===== src/rtl/hsv_sched_pkg.sv =====
// Shared types and widths for the RGB->HSV converter sequencer.
package hsv_sched_pkg;
  localparam int PIX_W = 24;
  localparam int CNT_W = 8;
  localparam int ERR_W = 8;

  typedef enum logic [1:0] {
    IDLE  = 2'd0,
    CLEAR = 2'd1,
    START = 2'd2,
    WAIT  = 2'd3
  } state_t;
endpackage


===== src/rtl/pixel_fifo.sv =====
// Show-ahead synchronous FIFO; rd_data always presents the head entry.
module pixel_fifo #(
  parameter int WIDTH = 24,
  parameter int DEPTH = 4
) (
  input  logic             clk,
  input  logic             rst,
  input  logic             wr_en,
  input  logic [WIDTH-1:0] wr_data,
  input  logic             rd_en,
  output logic [WIDTH-1:0] rd_data,
  output logic             full,
  output logic             empty
);
  localparam int AW = $clog2(DEPTH);

  logic [WIDTH-1:0] mem [DEPTH];
  logic [AW:0]      wr_ptr_reg;
  logic [AW:0]      rd_ptr_reg;
  logic             do_wr;
  logic             do_rd;

  // Extra pointer bit distinguishes full from empty when the indices match.
  assign empty   = (wr_ptr_reg == rd_ptr_reg);
  assign full    = (wr_ptr_reg[AW] != rd_ptr_reg[AW]) &&
                   (wr_ptr_reg[AW-1:0] == rd_ptr_reg[AW-1:0]);
  assign do_wr   = wr_en && !full;
  assign do_rd   = rd_en && !empty;
  assign rd_data = mem[rd_ptr_reg[AW-1:0]];

  always_ff @(posedge clk) begin
    if (do_wr) mem[wr_ptr_reg[AW-1:0]] <= wr_data;
  end

  always_ff @(posedge clk or posedge rst) begin
    if (rst) begin
      wr_ptr_reg <= '0;
      rd_ptr_reg <= '0;
    end else begin
      if (do_wr) wr_ptr_reg <= wr_ptr_reg + 1'b1;
      if (do_rd) rd_ptr_reg <= rd_ptr_reg + 1'b1;
    end
  end
endmodule


===== src/rtl/hsv_conv_sched.sv =====
// Sequences one RGB pixel at a time through the external HSV converter:
// clear, start pulse, then wait for done or abort on timeout.
module hsv_conv_sched
  import hsv_sched_pkg::*;
#(
  parameter int FIFO_DEPTH = 4,
  parameter int CLR_CYCLES = 2,
  parameter int TIMEOUT    = 127
) (
  input  logic             pclk,
  input  logic             rst,
  input  logic             rgb_valid,
  output logic             rgb_ready,
  input  logic [PIX_W-1:0] rgb_data,
  output logic             hsv_valid,
  input  logic             hsv_ready,
  output logic [PIX_W-1:0] hsv_data,
  output logic             hsv_err,
  output logic             conv_rst,
  output logic             conv_enable,
  output logic [PIX_W-1:0] conv_rgb,
  input  logic [PIX_W-1:0] conv_hsv,
  input  logic             conv_done,
  output logic             busy,
  output logic [ERR_W-1:0] err_count
);
  state_t           state_reg, state_next;
  logic [CNT_W-1:0] clr_cnt_reg, clr_cnt_next;
  logic [CNT_W-1:0] wait_cnt_reg, wait_cnt_next;
  logic [PIX_W-1:0] conv_rgb_reg, conv_rgb_next;
  logic             conv_rst_reg, conv_rst_next;
  logic             hsv_valid_reg, hsv_valid_next;
  logic [PIX_W-1:0] hsv_data_reg, hsv_data_next;
  logic             hsv_err_reg, hsv_err_next;
  logic [ERR_W-1:0] err_count_reg, err_count_next;
  logic [PIX_W-1:0] fifo_head;
  logic             fifo_full;
  logic             fifo_empty;
  logic             fifo_pop;
  logic             out_free;

  pixel_fifo #(
    .WIDTH (PIX_W),
    .DEPTH (FIFO_DEPTH)
  ) u_fifo (
    .clk     (pclk),
    .rst     (rst),
    .wr_en   (rgb_valid),
    .wr_data (rgb_data),
    .rd_en   (fifo_pop),
    .rd_data (fifo_head),
    .full    (fifo_full),
    .empty   (fifo_empty)
  );

  // The result slot may be refilled while it is being drained this cycle.
  assign out_free = !hsv_valid_reg || hsv_ready;

  always_comb begin
    state_next     = state_reg;
    clr_cnt_next   = clr_cnt_reg;
    wait_cnt_next  = wait_cnt_reg;
    conv_rgb_next  = conv_rgb_reg;
    hsv_valid_next = hsv_valid_reg;
    hsv_data_next  = hsv_data_reg;
    hsv_err_next   = hsv_err_reg;
    err_count_next = err_count_reg;
    fifo_pop       = 1'b0;

    if (hsv_valid_reg && hsv_ready) hsv_valid_next = 1'b0;

    case (state_reg)
      IDLE: begin
        if (!fifo_empty && out_free) begin
          state_next    = CLEAR;
          clr_cnt_next  = CNT_W'(CLR_CYCLES - 1);
          conv_rgb_next = fifo_head;
        end
      end
      CLEAR: begin
        if (clr_cnt_reg == '0) state_next = START;
        else clr_cnt_next = clr_cnt_reg - 1'b1;
      end
      START: begin
        fifo_pop      = 1'b1;
        wait_cnt_next = '0;
        state_next    = WAIT;
      end
      WAIT: begin
        wait_cnt_next = wait_cnt_reg + 1'b1;
        // done takes priority over a timeout landing on the same cycle
        if (conv_done) begin
          hsv_valid_next = 1'b1;
          hsv_data_next  = conv_hsv;
          hsv_err_next   = 1'b0;
          state_next     = IDLE;
        end else if (wait_cnt_reg == CNT_W'(TIMEOUT - 1)) begin
          hsv_valid_next = 1'b1;
          hsv_data_next  = '0;
          hsv_err_next   = 1'b1;
          if (err_count_reg != '1) err_count_next = err_count_reg + 1'b1;
          state_next     = IDLE;
        end
      end
      default: state_next = IDLE;
    endcase

    // Registered so the converter is held in clear through reset itself.
    conv_rst_next = (state_next == CLEAR);
  end

  always_ff @(posedge pclk or posedge rst) begin
    if (rst) begin
      state_reg     <= IDLE;
      clr_cnt_reg   <= '0;
      wait_cnt_reg  <= '0;
      conv_rgb_reg  <= '0;
      conv_rst_reg  <= 1'b1;
      hsv_valid_reg <= 1'b0;
      hsv_data_reg  <= '0;
      hsv_err_reg   <= 1'b0;
      err_count_reg <= '0;
    end else begin
      state_reg     <= state_next;
      clr_cnt_reg   <= clr_cnt_next;
      wait_cnt_reg  <= wait_cnt_next;
      conv_rgb_reg  <= conv_rgb_next;
      conv_rst_reg  <= conv_rst_next;
      hsv_valid_reg <= hsv_valid_next;
      hsv_data_reg  <= hsv_data_next;
      hsv_err_reg   <= hsv_err_next;
      err_count_reg <= err_count_next;
    end
  end

  assign rgb_ready   = !fifo_full;
  assign hsv_valid   = hsv_valid_reg;
  assign hsv_data    = hsv_data_reg;
  assign hsv_err     = hsv_err_reg;
  assign conv_rst    = conv_rst_reg;
  assign conv_enable = (state_reg == START);
  assign conv_rgb    = conv_rgb_reg;
  assign busy        = (state_reg != IDLE) || !fifo_empty;
  assign err_count   = err_count_reg;
endmodule


===== config.mk =====
export PLATFORM = sky130hd
export DESIGN_NAME = hsv_conv_sched
export DESIGN_NICKNAME = d
export VERILOG_FILES = /design/src/rtl/hsv_sched_pkg.sv /design/src/rtl/pixel_fifo.sv /design/src/rtl/hsv_conv_sched.sv
export SDC_FILE = /design/constraint.sdc
export NUM_CORES = 1
export LEC_CHECK = 0
export ABC_AREA = 1
export CAP_MARGIN = 20
export CORE_ASPECT_RATIO = 1.25
export CORE_MARGIN = 4
export CORE_UTILIZATION = 54
export CTS_CLUSTER_DIAMETER = 50
export CTS_CLUSTER_SIZE = 14
export DETAILED_ROUTE_END_ITERATION = 8
export GPL_ROUTABILITY_DRIVEN = 0
export GPL_TIMING_DRIVEN = 0
export PLACE_DENSITY = 0.84
export SLEW_MARGIN = 20
export SYNTH_ARGS = -nofsm -noshare
export SYNTH_HDL_FRONTEND = slang
export SYNTH_SLANG_ARGS = --single-unit

===== constraint.sdc =====
create_clock -name pclk -period 4.2 [get_ports pclk]
set_clock_uncertainty 0.1 [all_clocks]
set_input_delay 1.26 -clock pclk [delete_from_list [all_inputs] [get_ports pclk]]
set_output_delay 1.26 -clock pclk [all_outputs]
set_load 0.01 [all_outputs]

==> out/results.tsv <==
stage	metric	value	unit
clock_tree	CTS max path bufs	2	
floorplan	Site Rows	47	
global_routing	first-pass GRT wire length	28530	µm
clock_tree	PostCTS Resize Cnt	0	
synthesis	Post-synth EDFFs	96	
global_routing	GR Overflow Total	0	
synthesis	FF+latch count, synth	179	
synthesis	syn_area_per_cell	10.44	µm²
detailed_routing	drt pass-1 iters	5	
clock_tree	CTS clock-pin slew for the worst setup and hold paths	0.07	ns
setup_path	Worst EP required	2.84	ns
layout	fillers	935	
floorplan	Die H	139.6	µm
setup_path	Setup CP Type	reg2out	
global_routing	initial antenna violation count	0	
floorplan	Core ar.	0.01341	mm²
clock_tree	clk root buf	clkbuf_16	
sta	RSZ-0062 raised after global routing	no	
synthesis	Synth area leaders	edfxtp_1 (39%), dfrtp_1 (27%), nand2_1 (8.7%)	
floorplan	Die X	113.3	µm
layout	Final Util	0.7136	
sta	setup_tns	0	ns
sta	slew margin rel.	0.5620	
clock_tree	Clock Sinks	179	
placement	post-DP HPWL	12120	µm
clock_tree	H-tree Lvls	4	
layout	Layout Nets	917	
layout	ratio of cells with drive above 1 in the final layout	0.08420	
layout	max reg flops	96	
synthesis	Gate Count Post-Synth	717	
layout	antenna cells	0	
detailed_routing	WL/cell	17.00	µm
clock_tree	hold-fix buffers at CTS	0	
clock_tree	Num CTS Buffers	17	
sta	Slew @ Worst Pin	0.6570	ns
power_and_ir_drop	leak pwr	4.030	nW
outcome	status	finished, final reports clean	
placement	Port Buffer Count	113	
detailed_routing	Initial DRC Count	349	
floorplan	Initial Util	0.5582	
floorplan	die area	0.01582	mm²
clock_tree	CTS tree	done	
synthesis	post-synth top area share	0.3852	
setup_path	crit start category	flop	
detailed_routing	aggregate routed wire length	17640	µm
detailed_routing	via count	5646	
sta	fin. max-slew vios	0	
synthesis	top_reg_cell synth	edfxtp_1	
setup_path	crit end category	output port	
sta	Final Setup Violations	0	
setup_path	worst endpoint data arrival time	2.19	ns
setup_path	CP Cell Sequence	xnor2_2 -> nand3_2 -> or2_2 -> clkdlybuf4s50_1	
detailed_routing	Residual DRC	0	
synthesis	post-synthesis sequential area ratio	0.6628	
global_routing	GRT Total Usage	0.2284	
synthesis	asr flop ratio synth	0.4637	
worst_hold_path	Hold Crit Class	reg2reg	
layout	Area growth syn-to-layout	27.83	%
placement	dpl cells	1006	
sta	fin crit share	0.8454	
sta	min cycle time layout	3.551	ns
sta	Final Hold Viols	0	
power_and_ir_drop	Pwr per Cell Area	730.0	mW/mm²
synthesis	largest area contributor in the synthesized netlist	edfxtp_1	
synthesis	Synth cell types	35	
detailed_routing	post-route ant nets	0	
setup_path	Critical-path top delay cell	clkdlybuf4s50_1	
clock_tree	post-CTS setup buffer count	0	
floorplan	I/O pins	115	
detailed_routing	drt via density	5.439	
power_and_ir_drop	Total Power	0.006985	W
clock_tree	Skew-Pair Late Insertion Delay	0.42	ns
synthesis	yosys warns	0	
global_routing	largest net degree at the start of global routing	46	
power_and_ir_drop	Peak VDD IR	0.4696	mV
layout	Cell Count, Final, Fillers Out	1038	
run	MaxCap Viol Count	0	
synthesis	Post-Syn Nets	780	
global_routing	vias in the first global route	5719	
setup_path	Worst Path Max Fanout	10	
setup_path	crit-path max cell delay	0.49	ns
synthesis	Post-Syn Area	0.007485	mm²
sta	FMAX	0.2816	GHz
power by group:
group / internal [W] / total (W) / switching [W] / leakage (nW)
clock network: 0.000895 / 0.00160 / 0.000700 / 0.293
logic: 0.00109 / 0.00271 / 0.00162 / 1.80
registers: 0.00240 / 0.00268 / 0.000280 / 1.94
total: 0.00438 / 0.00698 / 0.00260 / 4.03
critical path, delay by kind of cell (launching register included):
kind	cells	cell delay, ns
and+or+nand+nor	2	0.60
buffers and inverters	1	0.49
DFF	1	0.47
xor gates and xnor gates	1	0.22
cells by family (layout without fill, tap and decap cells):
| logic type | Yosys count | count (layout) | share of synthesized area |
|---|---|---|---|
| AOI/OAI and AO/OA | 95 | 95 | 0.06586 |
| adders and majority gates | 10 | 10 | 0.01672 |
| and+or+nand+nor | 360 | 360 | 0.2021 |
| xor gates and xnor gates | 12 | 12 | 0.01605 |
| buffers and inverters | 61 | 211 | 0.03644 |
| DFF | 179 | 179 | 0.6628 |
cells in the final DEF, fill, tap and decap left out, drive strengths merged:
cell type      instances
dfstp                  1
a21boi                 1
nor2                  99
dfrtp                 82
ha                    10
nor3                   8
clkinv                 3
nand3b                 1
nor3b                  1
nand3                 70
xor2                   3
clkbuf                28
o21bai                 2
bufinv                 2
o21ai                 86
clkdlybuf4s50        113
buf                   24
nand2                175
inv                   40
o21a                   1
or2                    1
and3                   2
clkinvlp               1
nand4                  3
edfxtp                96
a21oi                  5
xnor2                  9
per-stage QoR:
| stage | setup slack, ns | instance area [µm²] | hold WS [ns] |
|---|---|---|---|
| CTS | 0.6322 | 9568 | 0.3763 |
| global placement | -0.6757 | 8830 | 0.3518 |
| floorplan | 0.7049 | 7485 | 0.3993 |
| global route | 0.5429 | 9568 | 0.4025 |
| finish | 0.6494 | 9568 | 0.3749 |
| detailed placement | 1.087 | 8977 | 0.3579 |
final cells by class:
cell class / count / area, µm² / area share
Clock inverter: 15 / 165.2 / 0.01726
Tap cell: 171 / 214.0 / 0.02236
Sequential cell: 179 / 4961 / 0.5185
Buffer: 30 / 156.4 / 0.01635
Clock buffer: 17 / 425.4 / 0.04446
Inverter: 31 / 118.9 / 0.01242
Multi-Input combinational cell: 477 / 2281 / 0.2384
Timing Repair Buffer: 118 / 1246 / 0.1302
per-layer routing:
layer,vias up,track usage,share of wire
li1,2689,-,-
met1,2727,0.2698,0.39
met2,200,0.4157,0.53
met3,30,0.04082,0.056
met4,0,0.07848,0.023
met5,-,0,0
Yosys cell counts, types with 2 or more instances:
master,number
inv_2,2
xnor2_2,2
a21oi_1,5
o21ai_1,8
and3_1,2
nand2_1,173
buf_4,6
buf_2,11
xor2_1,3
ha_1,10
nand4_1,3
o21ai_0,76
o21ai_2,2
nor3_1,7
edfxtp_1,96
clkbuf_1,11
inv_1,29
nand2_4,2
o21bai_1,2
nand3_1,69
nor2_1,97
xnor2_1,7
dfrtp_1,82
final timing paths:
check	from	to	slack, ns	cells after the start
worst max-delay path	u_fifo.rd_ptr_reg[1]	busy	0.65	4
worst min-delay path	hsv_data[20]	hsv_data[20]	0.37	2
worst max register to register	u_fifo.wr_ptr_reg[2]	u_fifo.mem[3][6]	2.05	5
worst min register to register	hsv_data[20]	hsv_data[20]	0.37	2
max in group asynchronous	rst	conv_rst	2.21	3
min in group asynchronous	rst	hsv_data[13]	1.13	2
No activity file was read; power rests on OpenSTA's default activity.
